<file path="src/rtl/se_ctl_pkg.sv">
// Shared types and constants for the SE16_32 arbiter slice.
package se_ctl_pkg;

   localparam int NUM_REQ = 2;

   typedef enum logic [1:0] {
      SIGN   = 2'b00,
      ZERO   = 2'b01,
      LUI    = 2'b10,
      BRANCH = 2'b11
   } ext_mode_t;

   typedef enum logic {
      EMPTY = 1'b0,
      FULL  = 1'b1
   } arb_state_t;

endpackage

</file>
<file path="src/rtl/se16_32_arbiter_se16_32.sv">
// Shared 16-to-32 bit sign extender.
module SE16_32 (
   input  logic [15:0] i_imm,
   output logic [31:0] o_ext
);

   assign o_ext = {{16{i_imm[15]}}, i_imm};

endmodule

</file>
<file path="src/rtl/se16_32_arbiter.sv">
// Round-robin arbiter sharing one SE16_32 between the ALU-immediate
// requester (0) and the branch-offset requester (1), with a one-entry
// registered result stage and saturating per-requester grant counters.
module se16_32_arbiter
   import se_ctl_pkg::*;
#(
   parameter int CNT_W = 16
) (
   input  logic               clk,
   input  logic               rst_n,
   input  logic [NUM_REQ-1:0] req_valid,
   output logic [NUM_REQ-1:0] req_ready,
   input  logic [15:0]        req_imm0,
   input  logic [15:0]        req_imm1,
   input  logic [1:0]         req_mode0,
   input  logic [1:0]         req_mode1,
   output logic               out_valid,
   input  logic               out_ready,
   output logic [31:0]        out_data,
   output logic               out_id,
   output logic [CNT_W-1:0]   grant_cnt0,
   output logic [CNT_W-1:0]   grant_cnt1
);

   arb_state_t       r_state;
   logic             r_rr;
   logic [31:0]      r_data;
   logic             r_id;
   logic [CNT_W-1:0] r_cnt0;
   logic [CNT_W-1:0] r_cnt1;

   logic             w_winner;
   logic             w_canAccept;
   logic             w_xfer;
   logic [15:0]      w_imm;
   ext_mode_t        w_mode;
   logic [31:0]      w_ext;
   logic [31:0]      w_result;

   // A lone requester wins outright; on a tie the round-robin pointer decides.
   always_comb begin
      w_winner = r_rr;
      if (req_valid == 2'b01) begin
         w_winner = 1'b0;
      end else if (req_valid == 2'b10) begin
         w_winner = 1'b1;
      end
   end

   assign w_canAccept = (r_state == EMPTY) | out_ready;
   assign w_xfer      = w_canAccept & req_valid[w_winner];
   assign req_ready   = w_canAccept ? (w_winner ? 2'b10 : 2'b01) : 2'b00;

   assign w_imm  = w_winner ? req_imm1 : req_imm0;
   assign w_mode = ext_mode_t'(w_winner ? req_mode1 : req_mode0);

   SE16_32 u_se (
      .i_imm (w_imm),
      .o_ext (w_ext)
   );

   // Mode mux around the shared extender; branch offsets drop the top two bits.
   always_comb begin
      w_result = w_ext;
      case (w_mode)
         SIGN:    w_result = w_ext;
         ZERO:    w_result = {16'h0000, w_imm};
         LUI:     w_result = {w_imm, 16'h0000};
         BRANCH:  w_result = {w_ext[29:0], 2'b00};
         default: w_result = w_ext;
      endcase
   end

   // Result-register FSM: load on every transfer, drain when the consumer takes it.
   always_ff @(posedge clk or negedge rst_n) begin
      if (!rst_n) begin
         r_state <= EMPTY;
         r_rr    <= 1'b0;
         r_data  <= 32'h0;
         r_id    <= 1'b0;
      end else begin
         case (r_state)
            EMPTY: begin
               if (w_xfer) begin
                  r_data  <= w_result;
                  r_id    <= w_winner;
                  r_rr    <= ~w_winner;
                  r_state <= FULL;
               end
            end
            FULL: begin
               if (w_xfer) begin
                  r_data  <= w_result;
                  r_id    <= w_winner;
                  r_rr    <= ~w_winner;
                  r_state <= FULL;
               end else if (out_ready) begin
                  r_state <= EMPTY;
               end
            end
            default: r_state <= EMPTY;
         endcase
      end
   end

   // Per-requester grant counters that stick at all-ones.
   always_ff @(posedge clk or negedge rst_n) begin
      if (!rst_n) begin
         r_cnt0 <= '0;
         r_cnt1 <= '0;
      end else if (w_xfer) begin
         if (!w_winner && (r_cnt0 != '1)) begin
            r_cnt0 <= r_cnt0 + CNT_W'(1);
         end
         if (w_winner && (r_cnt1 != '1)) begin
            r_cnt1 <= r_cnt1 + CNT_W'(1);
         end
      end
   end

   assign out_valid  = (r_state == FULL);
   assign out_data   = r_data;
   assign out_id     = r_id;
   assign grant_cnt0 = r_cnt0;
   assign grant_cnt1 = r_cnt1;

endmodule

</file>
<file path="config.mk">
export PLATFORM = sky130hd
export DESIGN_NAME = se16_32_arbiter
export DESIGN_NICKNAME = d
export VERILOG_FILES = /design/src/rtl/se_ctl_pkg.sv /design/src/rtl/se16_32_arbiter_se16_32.sv /design/src/rtl/se16_32_arbiter.sv
export SDC_FILE = /design/constraint.sdc
export NUM_CORES = 1
export LEC_CHECK = 0
export BUFFER_PORTS_ARGS = -buffer_cell sky130_fd_sc_hd__buf_2
export CORE_UTILIZATION = 40
export CTS_CLUSTER_SIZE = 10
export DETAILED_ROUTE_END_ITERATION = 10
export GPL_TIMING_DRIVEN = 0
export PLACE_DENSITY = 0.72
export SLEW_MARGIN = 20
export SYNTH_ARGS = -nofsm -noshare
export SYNTH_HDL_FRONTEND = slang
export SYNTH_SLANG_ARGS = --single-unit
export TNS_END_PERCENT = 5
</file>
<file path="constraint.sdc">
create_clock -name clk -period 4.96 [get_ports clk]
set_input_delay 0.248 -clock clk [delete_from_list [all_inputs] [get_ports clk]]
set_output_delay 0.248 -clock clk [all_outputs]
set_load 0.005 [all_outputs]
</file>
==> results_tabular.tex <==
\begin{tabular}{lr}
\hline
Metric & Value \\
\hline
\multicolumn{2}{l}{\textbf{Status}} \\
\quad Run status & completed \\
\multicolumn{2}{l}{\textbf{Global route}} \\
\quad Total Routing Usage GR & 0.202 \\
\quad Vias in the first global route & $\sim$2800 \\
\quad Largest net degree at the start of global routing & 38 \\
\quad First-pass GRT wire length & roughly 13 mm \\
\quad GRT Residual Overflow & 0 \\
\quad Initial antenna violation count & 0 \\
\multicolumn{2}{l}{\textbf{Clocking}} \\
\quad CTS H-Tree Depth & 3 \\
\quad Root Buffer Master & sky130\_fd\_sc\_hd\_\_clkbuf\_8 \\
\quad Maximum number of buffers from clock root to sink & 2 \\
\quad Clock transition at the register clock pins on the worst setup and hold paths after CTS & 70 ps \\
\quad TritonCTS sink count & 67 \\
\quad Num CTS Buffers & 9 \\
\quad CTS tree & built \\
\quad Post-CTS setup buffer count & 0 \\
\quad Clock latency on the worst-skew pair & roughly 340 ps \\
\multicolumn{2}{l}{\textbf{Routing}} \\
\quad Iteration-0 DRC count of the detailed router & between 100 and 150 \\
\quad Remaining antenna violation count & 0 \\
\quad Total wirelength of the detailed-routed design & between 8 and 9 mm \\
\quad Residual DRC & 0 \\
\quad Via count & about 2900 \\
\quad Drt pass-1 iters & 5 \\
\quad Average wire length per cell after detail routing & around 15 um \\
\quad Routed via count divided by cell count & between 5 and 6 \\
\multicolumn{2}{l}{\textbf{Critical path}} \\
\quad Cell breakdown of the critical path & maj3\_2 > buf\_6 > mux2\_4 > buf\_6 > xnor2\_2 > a32oi\_2 > buf\_6 > o21ai\_1 \\
\quad Required @ worst endpoint & between 5000 and 6000 ps \\
\quad Most used cell, CP & sky130\_fd\_sc\_hd\_\_buf\_6 \\
\quad Stage delay of the slowest cell on the critical path & roughly 410 ps \\
\quad Data arrival time of the critical path & approximately 2400 ps \\
\quad Startpoint type of the worst setup path & flip-flop \\
\quad Crit. End Element & flip-flop \\
\quad Maximum fanout along the worst path & 10 \\
\quad WS Path Type & reg -> reg \\
\quad Worst path slowest cell & sky130\_fd\_sc\_hd\_\_dfrtp\_1 \\
\quad Kind of cell adding the most delay to the critical path & buffers and inverters \\
\quad Critical path buffers and inverters & 3 \\
\multicolumn{2}{l}{\textbf{Synth}} \\
\quad Mean cell area of the mapped netlist & between 10 and 15 um2 \\
\quad Cell area after technology mapping & about 3300 um2 \\
\quad Async S/R FF share, synth & 1.00 \\
\quad Warnings from Yosys & 0 \\
\quad Share of synthesized area occupied by flip-flops and latches & 0.514 \\
\quad Synthesis-stage register bit count & 67 \\
\quad Post-Syn Nets & around 360 \\
\quad Most instantiated flip-flop cell in the synthesis netlist & sky130\_fd\_sc\_hd\_\_dfrtp\_1 \\
\quad Count of flip-flops with a built-in enable after synthesis & 0 \\
\quad Cell count after synthesis & approximately 310 \\
\quad Unique cell type count in the Yosys netlist & 43 \\
\multicolumn{2}{l}{\textbf{Die}} \\
\quad Die width & approximately 92 um \\
\quad Initial cell density of the core & 0.418 \\
\quad FP Rows & 32 \\
\quad Die area & $\sim$8500 um2 \\
\quad I/O Pins & $\sim$110 \\
\quad Die span in y & just over 90 um \\
\quad CORE AREA & 7810 um2 \\
\multicolumn{2}{l}{\textbf{Placed design}} \\
\quad Post-DP HPWL & 6.19 mm \\
\quad Port Buf Inserts & approximately 110 \\
\quad Dpl ws & about 2800 ps \\
\quad Weighted congestion reported at the end of routability-driven placement & 0.807 \\
\multicolumn{2}{l}{\textbf{Cells and area}} \\
\quad Fraction of layout cells with a size suffix above 1 & 0.335 \\
\quad Most frequent standard cell in the layout excluding fill and tap cells & sky130\_fd\_sc\_hd\_\_buf\_2 \\
\quad Commonest non-fill, non-tap cells in the layout & sky130\_fd\_sc\_hd\_\_buf\_2, sky130\_fd\_sc\_hd\_\_dfrtp\_1, sky130\_fd\_sc\_hd\_\_nand2\_1 \\
\quad Area taken by flip-flops and latches & 1680 um2 \\
\quad Number of antenna repair diodes & 0 \\
\quad Number of nets in the layout & about 480 \\
\quad Total area of multi-input combinational cells & roughly 1500 um2 \\
\quad Area growth from synthesis to final layout & 29.8\% \\
\quad Fill cell count & roughly 740 \\
\multicolumn{2}{l}{\textbf{Power and ir drop}} \\
\quad Ratio of total power to cell area & about 410 nW/um2 \\
\quad Max VDD drop & around 0.32 mV \\
\quad Leakage & between 2 and 2.5 nW \\
\multicolumn{2}{l}{\textbf{STA}} \\
\quad Total negative slack & 0 ps \\
\quad Clock period minus final worst setup slack & approximately 2200 ps \\
\quad Endpoints failing setup & 0 \\
\quad Fraction of the cycle the final worst path needs & 0.448 \\
\quad Max-slew violation count & 0 \\
\quad RSZ-0062 raised after global routing & no \\
\quad Headroom to the max-slew limit & 0.510 \\
\quad Final hold vios & 0 \\
\quad Max Clock Freq & 0.450 GHz \\
\quad Actual slew at the worst max-slew pin & roughly 730 ps \\
\quad Least setup slack across all paths after layout & between 2000 and 3000 ps \\
\quad Fin Clk Skew & roughly 14 ps \\
\multicolumn{2}{l}{\textbf{Hold path}} \\
\quad Class of the tightest hold or removal check & in -> reg \\
\multicolumn{2}{l}{\textbf{Run}} \\
\quad Count of maximum capacitance violations & 0 \\
\hline
\end{tabular}
-- state kept, by name, summed over array words and instances, names as in the netlist --
name and count:
grant_cnt0 16, grant_cnt1 16, out_data 32, out_id 1, out_valid 1, r_rr 1
-- worst paths after layout --
check	startpoint	to	slack (ps)	cells after the start
max	r_rr	out_data[29]	2740	8
min	req_valid[0]	out_valid	190	3
max in group asynchronous	rst_n	grant_cnt1[15]	4040	3
min in group asynchronous	rst_n	out_data[0]	380	2
max reg2reg	r_rr	out_data[29]	2740	8
min reg2reg	out_id	out_id	470	2
-- kinds of logic after synthesis --
logic type / share of synthesized area
flops: 0.514
buf+inv: 0.0295
mux: 0.0770
simple gates: 0.169
xor+xnor: 0.0774
fa+ha+maj: 0.0111
compound gates: 0.122
-- timing repair --
item,CTS,global route
hold buffers,1,0
resized for setup,0,0
endpoints found under the hold margin,30,0
-- area by class of cell --
class / instances / share of cell area
tap: 102 / 0.0301
inverter: 6 / 0.00531
timing repair buffer: 110 / 0.135
buffer: 12 / 0.0174
multi-input combinational: 228 / 0.352
clock buffer: 9 / 0.0292
sequential: 67 / 0.396
clock inverter: 7 / 0.0351
-- worst reg2reg max path: stages (launching register included) --
cell and delay (ps):
sky130_fd_sc_hd__dfrtp_1 410, sky130_fd_sc_hd__maj3_2 320, sky130_fd_sc_hd__buf_6 140, sky130_fd_sc_hd__mux2_4 310, sky130_fd_sc_hd__buf_6 150, sky130_fd_sc_hd__xnor2_2 130
sky130_fd_sc_hd__a32oi_2 340, sky130_fd_sc_hd__buf_6 210, sky130_fd_sc_hd__o21ai_1 70
-- routing by layer --
| metal | up-vias | routed length, um | part of all wire | GRT usage |
|---|---|---|---|---|
| met3 | 18 | 428 | 0.053 | 0.0378 |
| met4 | 0 | 167 | 0.021 | 0.0951 |
| met1 | 1365 | 3550 | 0.44 | 0.256 |
| met5 | - | 0 | 0 | 0 |
| met2 | 118 | 3990 | 0.49 | 0.334 |
| li1 | 1368 | - | - | - |
-- through the flow --
stage	hold slack [ps]	total power, mW	std cells	util	cell area (um2)
after global routing	206	1.86	541	0.543	4240
after detailed placement	208	1.15	524	0.507	3960
after floorplan	-47.6	0.955	313	-	3260
final	194	1.75	541	0.543	4240
after global placement	458	1.14	523	0.504	3930
after CTS	178	1.77	541	0.543	4240
-- Yosys cell counts (3+ instances only) --
master / count / area [um2]
sky130_fd_sc_hd__nand2_1: 29 / 109
sky130_fd_sc_hd__nand3_1: 19 / 95.1
sky130_fd_sc_hd__xnor2_1: 20 / 175
sky130_fd_sc_hd__and3_1: 4 / 25.0
sky130_fd_sc_hd__clkbuf_1: 6 / 22.5
sky130_fd_sc_hd__xor2_1: 7 / 61.3
sky130_fd_sc_hd__inv_1: 6 / 22.5
sky130_fd_sc_hd__or3_1: 5 / 31.3
sky130_fd_sc_hd__buf_6: 3 / 33.8
sky130_fd_sc_hd__o21ai_1: 9 / 45.0
sky130_fd_sc_hd__a22oi_1: 8 / 60.1
sky130_fd_sc_hd__o21a_1: 5 / 37.5
sky130_fd_sc_hd__o221ai_1: 4 / 35.0
sky130_fd_sc_hd__nor3_1: 10 / 50.1
sky130_fd_sc_hd__dfrtp_1: 67 / 1680
sky130_fd_sc_hd__nand4_1: 6 / 37.5
sky130_fd_sc_hd__nor2_1: 27 / 101
sky130_fd_sc_hd__nand2b_1: 4 / 25.0
sky130_fd_sc_hd__a31oi_1: 4 / 25.0
sky130_fd_sc_hd__mux2_2: 6 / 67.6
sky130_fd_sc_hd__a21oi_1: 9 / 45.0
sky130_fd_sc_hd__mux2i_1: 14 / 140
sky130_fd_sc_hd__a221o_1: 4 / 40.0
sky130_fd_sc_hd__o21ai_0: 8 / 40.0
sky130_fd_sc_hd__nor4_1: 5 / 31.3
-- power breakdown --
group / switching [mW] / total (mW) / internal [mW]
logic: 0.201 / 0.399 / 0.199
registers: 0.0908 / 0.740 / 0.649
clock network: 0.219 / 0.609 / 0.390
(Power assumes the default switching activity.)
